### config.mk
export PLATFORM = sky130hd
export DESIGN_NAME = chain_tx_scheduler
export DESIGN_NICKNAME = d
export VERILOG_FILES = /design/src/rtl/chain_tx_scheduler.sv
export SDC_FILE = /design/constraint.sdc
export NUM_CORES = 1
export LEC_CHECK = 0
export BUFFER_PORTS_ARGS = -buffer_cell sky130_fd_sc_hd__buf_4
export CAP_MARGIN = 20
export CORE_MARGIN = 2
export CORE_UTILIZATION = 56
export CTS_BUF_LIST = sky130_fd_sc_hd__clkbuf_16
export DETAILED_ROUTE_END_ITERATION = 12
export PLACE_DENSITY = 0.79
export SLEW_MARGIN = 20
export SYNTH_ARGS = -nofsm -noshare
export SYNTH_HDL_FRONTEND = slang
export SYNTH_SLANG_ARGS = --single-unit
### constraint.sdc
create_clock -name clk -period 2.5 [get_ports clk]
set_clock_uncertainty 0.2 [all_clocks]
set_input_delay 0.125 -clock clk [delete_from_list [all_inputs] [get_ports clk]]
set_output_delay 0.125 -clock clk [all_outputs]
set_load 0.01 [all_outputs]
### src/rtl/chain_tx_scheduler.sv
// Round-robin packet scheduler in front of a byte-wide UART serializer.
// Frames each granted packet as SOF, ID, payload, CHK and generates the baud tick.
module chain_tx_scheduler #(
    parameter int         NUM_REQ = 2,
    parameter int         CLK_DIV = 434,
    parameter int         MAX_LEN = 255,
    parameter logic [7:0] SOF     = 8'h7E
) (
    input  logic                   clk,
    input  logic                   reset,
    input  logic [NUM_REQ-1:0]     req_valid,
    input  logic [8*NUM_REQ-1:0]   req_data,
    input  logic [NUM_REQ-1:0]     req_last,
    output logic [NUM_REQ-1:0]     req_ready,
    input  logic                   ser_ready,
    output logic                   ser_load,
    output logic [7:0]             ser_data,
    output logic                   baud_tick,
    output logic [2:0]             grant_id,
    output logic                   busy,
    output logic                   err_len
);

    // state    | meaning
    // ST_IDLE  | no packet; pick next requester round-robin
    // ST_SOF   | send start-of-frame byte
    // ST_ID    | send requester index
    // ST_PAY   | forward payload bytes from the granted requester
    // ST_CHK   | send XOR of ID and payload
    // ST_GUARD | one dead cycle after every load, then go to ret
    typedef enum logic [2:0] {ST_IDLE, ST_SOF, ST_ID, ST_PAY, ST_CHK, ST_GUARD} state_t;

    localparam int CW = (CLK_DIV > 1) ? $clog2(CLK_DIV) : 1;

    logic [CW-1:0] baud_cnt;

    always_ff @(posedge clk or posedge reset) begin
        if (reset)                           baud_cnt <= '0;
        else if (baud_cnt == CW'(CLK_DIV-1)) baud_cnt <= '0;
        else                                 baud_cnt <= baud_cnt + CW'(1);
    end

    assign baud_tick = (baud_cnt == CW'(CLK_DIV-1));

    state_t       state, state_nxt, ret, ret_nxt;
    logic [7:0]   chk, chk_nxt, len, len_nxt, ser_hold, load_byte;
    logic [2:0]   rr, rr_nxt, grant_nxt, arb_idx;
    logic         busy_nxt, arb_found;
    logic         g_valid, g_last, len_hit;
    logic [7:0]   g_data;
    logic [NUM_REQ-1:0] g_onehot;

    // first valid requester at or after the round-robin pointer
    always_comb begin
        arb_idx   = '0;
        arb_found = 1'b0;
        for (int i = 0; i < NUM_REQ; i++) begin
            for (int j = 0; j < NUM_REQ; j++) begin
                if (!arb_found && req_valid[j] && ((int'(rr) + i) % NUM_REQ) == j) begin
                    arb_found = 1'b1;
                    arb_idx   = 3'(j);
                end
            end
        end
    end

    always_comb begin
        g_valid  = 1'b0;
        g_last   = 1'b0;
        g_data   = '0;
        g_onehot = '0;
        for (int i = 0; i < NUM_REQ; i++) begin
            if (grant_id == 3'(i)) begin
                g_valid     = req_valid[i];
                g_last      = req_last[i];
                g_data      = req_data[8*i +: 8];
                g_onehot[i] = 1'b1;
            end
        end
    end

    assign len_hit = (({1'b0, len} + 9'd1) == 9'(MAX_LEN));

    always_comb begin
        state_nxt = state;
        ret_nxt   = ret;
        chk_nxt   = chk;
        len_nxt   = len;
        rr_nxt    = rr;
        grant_nxt = grant_id;
        busy_nxt  = busy;
        req_ready = '0;
        ser_load  = 1'b0;
        load_byte = ser_hold;
        err_len   = 1'b0;
        case (state)
            ST_IDLE: begin
                if (arb_found) begin
                    grant_nxt = arb_idx;
                    busy_nxt  = 1'b1;
                    chk_nxt   = '0;
                    len_nxt   = '0;
                    state_nxt = ST_SOF;
                end
            end
            ST_SOF: begin
                if (ser_ready) begin
                    ser_load  = 1'b1;
                    load_byte = SOF;
                    ret_nxt   = ST_ID;
                    state_nxt = ST_GUARD;
                end
            end
            ST_ID: begin
                if (ser_ready) begin
                    ser_load  = 1'b1;
                    load_byte = {5'b0, grant_id};
                    chk_nxt   = chk ^ {5'b0, grant_id};
                    ret_nxt   = ST_PAY;
                    state_nxt = ST_GUARD;
                end
            end
            ST_PAY: begin
                if (ser_ready && g_valid) begin
                    req_ready = g_onehot;
                    ser_load  = 1'b1;
                    load_byte = g_data;
                    chk_nxt   = chk ^ g_data;
                    len_nxt   = len + 8'd1;
                    err_len   = len_hit && !g_last;
                    ret_nxt   = (g_last || len_hit) ? ST_CHK : ST_PAY;
                    state_nxt = ST_GUARD;
                end
            end
            ST_CHK: begin
                if (ser_ready) begin
                    ser_load  = 1'b1;
                    load_byte = chk;
                    rr_nxt    = (grant_id == 3'(NUM_REQ-1)) ? 3'd0 : grant_id + 3'd1;
                    ret_nxt   = ST_IDLE;
                    state_nxt = ST_GUARD;
                end
            end
            ST_GUARD: begin
                state_nxt = ret;
                if (ret == ST_IDLE) busy_nxt = 1'b0;
            end
            default: state_nxt = ST_IDLE;
        endcase
    end

    assign ser_data = load_byte;

    always_ff @(posedge clk or posedge reset) begin
        if (reset) begin
            state    <= ST_IDLE;
            ret      <= ST_IDLE;
            chk      <= '0;
            len      <= '0;
            rr       <= '0;
            grant_id <= '0;
            busy     <= 1'b0;
            ser_hold <= '0;
        end else begin
            state    <= state_nxt;
            ret      <= ret_nxt;
            chk      <= chk_nxt;
            len      <= len_nxt;
            rr       <= rr_nxt;
            grant_id <= grant_nxt;
            busy     <= busy_nxt;
            if (ser_load) ser_hold <= load_byte;
        end
    end

endmodule

==> summary.md <==
| Metric | Value |
|---|---|
| Outcome | complete, no violations |
| Number of synthesized flops with an enable pin | 0 |
| Final hold vios | 0 |
| Clock sinks | 42 |
| Layout cells sized above 1 | 20.5% |
| Critical path's largest stage delay | 510 ps |
| Yosys top cell by area | dfrtp_1 |
| DIE AREA | 0.00494 mm2 |
| Area after DPL | 0.00279 mm2 |
| Grt ovf | 0 |
| Largest net degree at the start of global routing | 43 |
| Vias per cell | 6.00 |
| CTS Buf Count | 5 |
| Critical Path Sink Type | primary output |
| RSZ-0062 raised after global routing | false |
| Fill cell count | 346 |
| Sequential share of the synthesized area | 42.7% |
| Critical Path RT | 2170 ps |
| Bufs on Longest Clock Path | 2 |
| Syn Inst Count | 267 |
| CP max stage cell | dfrtp_2 |
| # rows | 24 |
| Most common cell after layout, fill and taps aside | buf_4 |
| Synth Flop Type | dfrtp_1 |
| Tmin final | 2380 ps |
| Final net count | 335 |
| Starting Density | 57.3% |
| Sw Ratio | 36.1% |
| Top post-synthesis cells by area | dfrtp_1 43%, o21ai_0 4.3%, a211o_1 4.3% |
| IO Port Bufs | 37 |
| Worst-path clk slew | 60 ps |
| Post-DRT Antenna Nets | 0 |
| Switching power | 1.05 mW |
| Post-CTS Repair Setup Buffers | 0 |
| Clock network power share | 24.8% |
| Pwr Density | 976 mW/mm2 |
| Critical path cell sequence | inv_1, nor3_2, or3_1, a221o_1, buf_4 |
| Clock Latency Late Sink | 280 ps |
| Die Width | 70.3 um |
| Die span in y | 70.3 um |
| Worst VDD drop | 0.540 mV |
| Syn Std Cell Area | 0.00246 mm2 |
| Antenna diodes | 0 |
| Power Total | 2.91 mW |
| Wirelength per Cell | 15.3 um |
| Routed Wire Length | 5520 um |
| Internal Pwr Total | 1.86 mW |
| Sequential share of power | 37.2% |
| Tot GR Track Use | 24.2% |
| Initial DRT Pass Iterations | 4 |
| Number of global-route vias before repair | 2164 |
| CP Class | reg2out |
| Initial DRC count | 218 |
| Least-Margin Pin Slew | 632 ps |
| Antenna violations before repair | 0 |
| CP Launch Type | flip-flop |
| Design Area, Final | 0.00298 mm2 |
| Non-Filler Instances | 360 |
| Top Ports | 40 |
| Yosys warns | 0 |
| Final count of negative-setup-slack endpoints | 0 |
| Post-Route M1 WL | 2360 um |
| Final setup TNS | 0 ps |
| Crit share post-route | 95.4% |
| CTS root buf | clkbuf_16 |
| First-pass GRT wire length | 9580 um |
| Slew headroom | 57.8% |
| Fin. max-slew vios | 0 |
| Reg2reg setup slack | 320 ps |
| Top Layer Used | met4 |
| Via count | 2161 |
| Post-synth cell types | 48 |
| Ys async rst share | 100% |
| Area of the core | 0.00429 mm2 |
| Area grow syn2layout | 21.1% |
| Syn Area/Cell | 9.22 um2 |
| Combinational power share | 38.0% |
| Leakage power | 1.32 nW |
| Met3 wire len | 298 um |
| CTS tree | done |
| # DRC | 0 |
| CP max FO | 16 |
| Met2 wire length | 2750 um |
| Number of H-tree levels | 2 |
| Maximum clock rate | 419 MHz |
| Synth Register Bits | 42 |
| Hold Crit Class | in2reg |
| CP arrival | 2060 ps |
| Yosys top cell area share | 42.7% |
| DP Cell Count | 350 |
| Max Cap Viol | 0 |
| Most frequent cells in the layout | 45 x buf_4, 40 x dfrtp_1, 26 x nor2_1 |
| DP HPWL | 3840 um |
| Placer Congestion | 0.865 |
-- power groups by stage --
| stage | logic (mW) | registers [mW] | clock network [mW] |
|---|---|---|---|
| after floorplan | 0.841 | 0.990 | 0 |
| after global placement | 1.07 | 1.07 | 0 |
| after detailed placement | 1.09 | 1.09 | 0 |
| after CTS | 1.12 | 1.08 | 0.727 |
| after global routing | 1.23 | 1.11 | 0.751 |
| final | 1.11 | 1.08 | 0.722 |
-- cell usage after synthesis (all sizes together) (3+ instances only) --
master	number
buf	10
a211o	12
and3	3
nor2b	4
or3	4
xor2	4
a21oi	17
ha	4
clkbuf	5
a211oi	3
inv	11
nor3	10
o21ai	21
nor2	26
o211ai	3
a221o	5
dfrtp	42
xnor2	10
nand3	10
mux2i	10
nand2	23
-- worst max-delay path, delay by kind of cell, from the launching register on --
family,cells,cell delay (ps)
flops,1,510
simple gates,2,540
compound gates,1,340
buf+inv,2,380
-- worst paths after layout --
kind / from / to / cells past startpoint
max in group asynchronous: reset / state[1] / 4
worst min register to register: ser_hold[5] / ser_hold[5] / 1
worst max register to register: state[2] / grant_id[0] / 4
worst min-delay path: ser_ready / ret[1] / 3
worst max-delay path: state[0] / ser_data[7] / 5
min in group asynchronous: reset / baud_cnt[6] / 4
-- metal layers --
metal	vias up	global-route usage (%)
li1	1042	-
met1	1045	31.3
met2	65	40.0
met3	9	4.18
met4	0	10.0
met5	-	0
-- final cells by class --
type | instances | area (um2) | share of cell area [%]
Inverter | 11 | 41.3 | 1.38
Tap cell | 52 | 65.1 | 2.18
Timing Repair Buffer | 48 | 368 | 12.3
Multi-Input combinational cell | 200 | 1290 | 43.4
Clock buffer | 5 | 125 | 4.20
Clock inverter | 2 | 33.8 | 1.13
Sequential cell | 42 | 1050 | 35.3
-- registers in the layout (all words and copies together) (netlist names) --
register  count
grant_id      1
len           8
ser_hold      8
busy          1
baud_cnt      9
chk           8
state         3
ret           3
rr            1
-- cell families (layout without fill, tap and decap cells) --
group	after synthesis	in the layout	share of synthesized area [%]
simple gates	95	95	20.6
mux	11	11	4.67
flops	42	42	42.7
buf+inv	26	66	4.88
compound gates	74	74	20.0
fa+ha+maj	4	4	2.03
xor+xnor	14	14	4.98
other cells	1	2	0.152
-- repair_timing --
action / in CTS / in global routing
endpoints found under the setup margin: 0 / 2
hold endpoints to repair: 43 / 0
hold buffers: 3 / 0
gates resized for setup: 0 / 2
-- per-stage QoR --
step / setup slack, ps / util, % / hold WS, ps
CTS: 44.8 / 69.4 / 32.5
floorplan: 547 / - / 22.0
detailed placement: 343 / 65.0 / 101
global route: 16.6 / 69.4 / 57.9
finish: 116 / 69.4 / 36.9
global placement: 418 / 65.0 / 99.2
No activity file was read; power rests on OpenSTA's default activity.
